--- src/rtl/rv32i_pkg.sv ---
// rv32i_pkg: shared RV32I widths, register constants and writeback requester indices
package rv32i_pkg;
  localparam int XLEN = 32;
  localparam int REG_ADDR_W = 5;
  localparam logic [REG_ADDR_W-1:0] REG_ZERO = 5'd0;
  localparam int WB_REQ_EXE = 0;
  localparam int WB_REQ_LSU = 1;
endpackage

--- src/rtl/rr_arb2.sv ---
// rr_arb2: two-way round-robin grant with a pointer that moves to the loser after each grant
module rr_arb2 (
  input  logic       clk,
  input  logic       reset,
  input  logic [1:0] req,
  output logic [1:0] gnt
);
  logic prio;
  always_comb gnt = !reset ? 2'b00 : (req == 2'b11) ? (prio ? 2'b10 : 2'b01) : req;
  always_ff @(posedge clk or negedge reset)
    if (!reset) prio <= 1'b0;
    else if (|gnt) prio <= gnt[0];
endmodule

--- src/rtl/wb_arbiter.sv ---
// wb_arbiter: round-robin writeback arbiter driving a registered regfile write beat.
// Define WB_BYPASS_EN to expose the in-flight beat to the decode read ports.
module wb_arbiter import rv32i_pkg::*; #(
  parameter int XLEN  = rv32i_pkg::XLEN,
  parameter int CNT_W = 16
) (
  input  logic                  clk,
  input  logic                  reset,
  input  logic                  v0,
  input  logic                  v1,
  output logic                  rdy0,
  output logic                  rdy1,
  input  logic [REG_ADDR_W-1:0] a0,
  input  logic [REG_ADDR_W-1:0] a1,
  input  logic [XLEN-1:0]       d0,
  input  logic [XLEN-1:0]       d1,
  output logic                  we,
  output logic [REG_ADDR_W-1:0] wa,
  output logic [XLEN-1:0]       wdata,
  input  logic [REG_ADDR_W-1:0] ra1,
  input  logic [REG_ADDR_W-1:0] ra2,
  output logic                  byp1_hit,
  output logic                  byp2_hit,
  output logic [XLEN-1:0]       byp1_data,
  output logic [XLEN-1:0]       byp2_data,
  output logic [CNT_W-1:0]      contend_cnt
);
  logic [1:0] gnt;
  logic [REG_ADDR_W-1:0] sel_a;
  logic [XLEN-1:0] sel_d;
  rr_arb2 u_arb (.clk(clk), .reset(reset), .req({v1, v0}), .gnt(gnt));
  assign rdy0  = gnt[WB_REQ_EXE];
  assign rdy1  = gnt[WB_REQ_LSU];
  assign sel_a = gnt[WB_REQ_LSU] ? a1 : a0;
  assign sel_d = gnt[WB_REQ_LSU] ? d1 : d0;
  always_ff @(posedge clk or negedge reset)
    if (!reset) begin
      we    <= 1'b0;
      wa    <= REG_ZERO;
      wdata <= '0;
    end else begin
      we <= (|gnt) && (sel_a != REG_ZERO);
      if (|gnt) begin
        wa    <= sel_a;
        wdata <= sel_d;
      end
    end
  always_ff @(posedge clk or negedge reset)
    if (!reset) contend_cnt <= '0;
    else if (v0 && v1 && !(&contend_cnt)) contend_cnt <= contend_cnt + 1'b1;
`ifdef WB_BYPASS_EN
  assign byp1_hit  = we && (wa == ra1) && (ra1 != REG_ZERO);
  assign byp2_hit  = we && (wa == ra2) && (ra2 != REG_ZERO);
  assign byp1_data = byp1_hit ? wdata : '0;
  assign byp2_data = byp2_hit ? wdata : '0;
`else
  logic unused_ra;
  assign unused_ra = ^{ra1, ra2};
  assign byp1_hit  = 1'b0;
  assign byp2_hit  = 1'b0;
  assign byp1_data = '0;
  assign byp2_data = '0;
`endif
endmodule

--- config.mk ---
export PLATFORM = sky130hd
export DESIGN_NAME = wb_arbiter
export DESIGN_NICKNAME = d
export VERILOG_FILES = /design/src/rtl/rv32i_pkg.sv /design/src/rtl/rr_arb2.sv /design/src/rtl/wb_arbiter.sv
export SDC_FILE = /design/constraint.sdc
export NUM_CORES = 1
export LEC_CHECK = 0
export BUFFER_PORTS_ARGS = -buffer_cell sky130_fd_sc_hd__buf_2
export CAP_MARGIN = 20
export CORE_MARGIN = 2
export CORE_UTILIZATION = 35
export DETAILED_ROUTE_END_ITERATION = 8
export HOLD_SLACK_MARGIN = 0.1
export PLACE_DENSITY = 0.67
export SLEW_MARGIN = 20
export SYNTH_ARGS = -nofsm -noshare
export SYNTH_HDL_FRONTEND = slang
export SYNTH_SLANG_ARGS = --single-unit
--- constraint.sdc ---
create_clock -name clk -period 2.32 [get_ports clk]
set_input_delay 0.464 -clock clk [delete_from_list [all_inputs] [get_ports clk]]
set_output_delay 0.464 -clock clk [all_outputs]
set_load 0.01 [all_outputs]
==> metrics <==
startpoint types=register; maximum fanout along the worst path=6; period utilization=0.826; Post-synth EDFFs=0; number of nets in the finished design=between 500 and 600; worst path arrival time=around 2.1 ns; cell types with the highest counts after synthesis=sky130_fd_sc_hd__buf_4, sky130_fd_sc_hd__dfrtp_1, sky130_fd_sc_hd__nand2_1; final sum of negative setup slack=0 ns; DR WL met3=between 500 and 600 um; CP startpoint=contend_cnt[0]$_DFFE_PN0P_; cell area after synthesis=just over 3000 um2; # hold bufs at CTS=0; Worst-Skew Late Latency=around 0.3 ns; count of buffering cells on the critical path with inverters included=0; met1 WL=approximately 2500 um; count of max-cap constraint violations=0; Tightest Pin Transition=approximately 0.51 ns; number of cells in the finished layout apart from fillers=roughly 560; fill cell instance count of the final layout=872; worst setup slack for register-to-register paths=between 0.4 and 0.5 ns; normalized max-slew margin=0.655; row cnt=34; CP Cell Sequence=ha_1 -> and3_1 -> a41oi_1 -> mux2_2; proportion of synthesized chip area in sequential cells=0.446; Final Max Slew Viols=0; Lkg Pwr=between 2 and 2.5 nW; total number of H-tree levels=2; HPWL after detailed placement=5030 um; maximum cell stage delay along the critical path=between 0.4 and 0.5 ns; top cell type's share of synthesized area=0.446; switching power as a share of total power=0.322; relative contribution of sequential cells to total power=0.510; switching power total=0.784 mW; overall overflow remaining after global route=0; number of standard cells after synthesis=313; DRC violation count after routing=0; Pwr Density=approximately 650 nW/um2; Avg Inst Size Synth=between 9 and 10 um2; number of synthesis warnings=0; first-pass GRT wire length=~10000 um; status=completed; async set-reset flop share out of synthesis=1.00; number of antenna violations at the first check in global routing=0; Hold WC Path Type=in -> async; kind of critical path=reg -> reg; Total Routing Usage GR=0.132; clock edge transition at the registers on the reported setup and hold paths=about 0.09 ns; core area=8640 um2; number of global-route vias before repair=around 2200; Initial DRT Pass Iterations=4; total placed cells including tap cells=~550; top area cells in the synthesized netlist=sky130_fd_sc_hd__dfrtp_1, sky130_fd_sc_hd__buf_4, sky130_fd_sc_hd__mux2i_1, sky130_fd_sc_hd__o21ai_0, sky130_fd_sc_hd__nand2_1; die area=~9600 um2; CTS tree=yes; CTS max path bufs=2; Worst Path Required=between 2 and 3 ns; count of inserted antenna diode cells=0; setup slack after layout=between 0.4 and 0.5 ns; crit path time final=between 1.5 and 2 ns; clock tree sinks=55; Top delay family on crit path=compound AO/OA/AOI/OAI gates; final count of hold timing violations=0; portion of total power attributed to the clock network=0.230; die boundary width=approximately 98 um; most common cell in the netlist=sky130_fd_sc_hd__buf_4; Max Clk Rate=about 520 MHz; Detail Route Antenna Nets=0; Final Routed Wirelength=6400 um; Routability Congestion=~0.88; final setup skew=0.00429 ns; worst flop-to-flop path startpoint=contend_cnt[0]$_DFFE_PN0P_; Post-CTS Setup Bufs=0; root buffer cell=sky130_fd_sc_hd__clkbuf_8; largest net degree at the start of global routing=between 50 and 60; Iter 0 DRT Violations=between 80 and 90; Starting Density=0.357; floorplan die height=97.9 um; area of all placed cells without fillers=between 3000 and 4000 um2; kind of end point of the critical path=register; post-route total power=2.43 mW; I/O Pins=210; number of setup violations in the final report=0; # resized after CTS=0; VDD IR-drop max=approximately 0.00028 V; Synth cell types=35; cell accounting for the most synthesized area=sky130_fd_sc_hd__dfrtp_1; worst slack, placed=between 0.4 and 0.5 ns; main flop type after synthesis=sky130_fd_sc_hd__dfrtp_1; via total after detailed routing=~2400; met2 WL=about 3300 um; Internal Dissipation=about 1.6 mW; uppermost metal layer occupied by signal nets=met4; layout overhead on the synthesized area=21.9%; total cell area at the placement stage=roughly 3700 um2; cts bufs inserted=5; logic gate share of total power=0.260; number of I/O port buffers=around 130; unrepaired setup endpoints after global routing=no; Worst path slowest cell=sky130_fd_sc_hd__a41oi_1; share of cells above drive strength 1=0.348; average vias per placed instance=approximately 4.4; average wire per cell in the routed design=11.5 um; register bit count reported by yosys=55
==> registers in the layout (all words and copies together) (netlist names) <==
| register | count |
|---|---|
| u_arb.prio | 1 |
| wa | 5 |
| we | 1 |
| wdata | 32 |
| contend_cnt | 16 |
==> layout make-up <==
cell class                 instances  area (um2)  area share
clock buffer                       8         100      0.0266
tap                              108         135      0.0360
multi-input combinational        243        1410       0.375
sequential                        55        1380       0.366
inverter                           2        7.51     0.00200
timing repair buffer             140         731       0.194
==> final timing paths <==
check,to,cells past startpoint
setup / recovery,contend_cnt[1]$_DFFE_PN0P_,4
hold / removal,wdata[15]$_DFFE_PN0P_,2
setup reg to reg,contend_cnt[1]$_DFFE_PN0P_,4
hold reg to reg,wa[1]$_DFFE_PN0P_,2
max in group asynchronous,wdata[9]$_DFFE_PN0P_,2
min in group clk,wdata[22]$_DFFE_PN0P_,3
==> power by group through the flow <==
stage,logic (mW),registers (mW),clock network [mW]
after floorplan,0.354,1.31,0
after global placement,0.627,1.25,0
after detailed placement,0.644,1.26,0
after CTS,0.645,1.24,0.595
after global routing,0.707,1.26,0.623
final,0.632,1.24,0.560
==> cells in the final DEF (no fill, tap or decap), drive strengths merged, types with 2 or more instances in the layout <==
master,n
nand4,9
and3,2
nand2,43
xnor2,5
nand3,7
dfrtp,55
clkbuf,8
mux2,3
conb,66
nor4,3
nor2,3
a31oi,2
nor3,4
buf,140
inv,2
and4,3
o21ai,41
xor2,5
mux2i,37
==> routing by layer <==
| layer | GRT usage | vias to the layer above |
|---|---|---|
| li1 | - | 1210 |
| met1 | 0.153 | 1118 |
| met2 | 0.245 | 110 |
| met3 | 0.0286 | 4 |
| met4 | 0.0353 | 0 |
| met5 | 0 | - |
==> logic make-up (layout without fill, tap and decap cells) <==
| group | after synthesis | after routing | synth area share |
|---|---|---|---|
| XOR/XNOR | 10 | 10 | 0.0284 |
| adder cells (fa/ha/maj) | 1 | 1 | 0.00406 |
| flip-flops | 55 | 55 | 0.446 |
| AND/OR/NAND/NOR | 76 | 76 | 0.122 |
| multiplexers | 40 | 40 | 0.131 |
| AO/OA/AOI/OAI | 50 | 50 | 0.0877 |
| other | 1 | 66 | 0.00122 |
| buffers and inverters | 80 | 150 | 0.179 |
==> per-stage QoR <==
stage | util | hold slack, ns
finish | 0.435 | 0.204
global route | 0.435 | 0.209
CTS | 0.435 | 0.195
detailed placement | 0.424 | 0.466
global placement | 0.424 | 0.461
floorplan | - | 0.168
==> worst register-to-register path, stage by stage (launching register included) <==
cell                      delay (ns)
sky130_fd_sc_hd__dfrtp_1        0.45
sky130_fd_sc_hd__ha_1           0.26
sky130_fd_sc_hd__and3_1         0.24
sky130_fd_sc_hd__a41oi_1        0.47
sky130_fd_sc_hd__mux2_2         0.39
(Power assumes the default switching activity.)
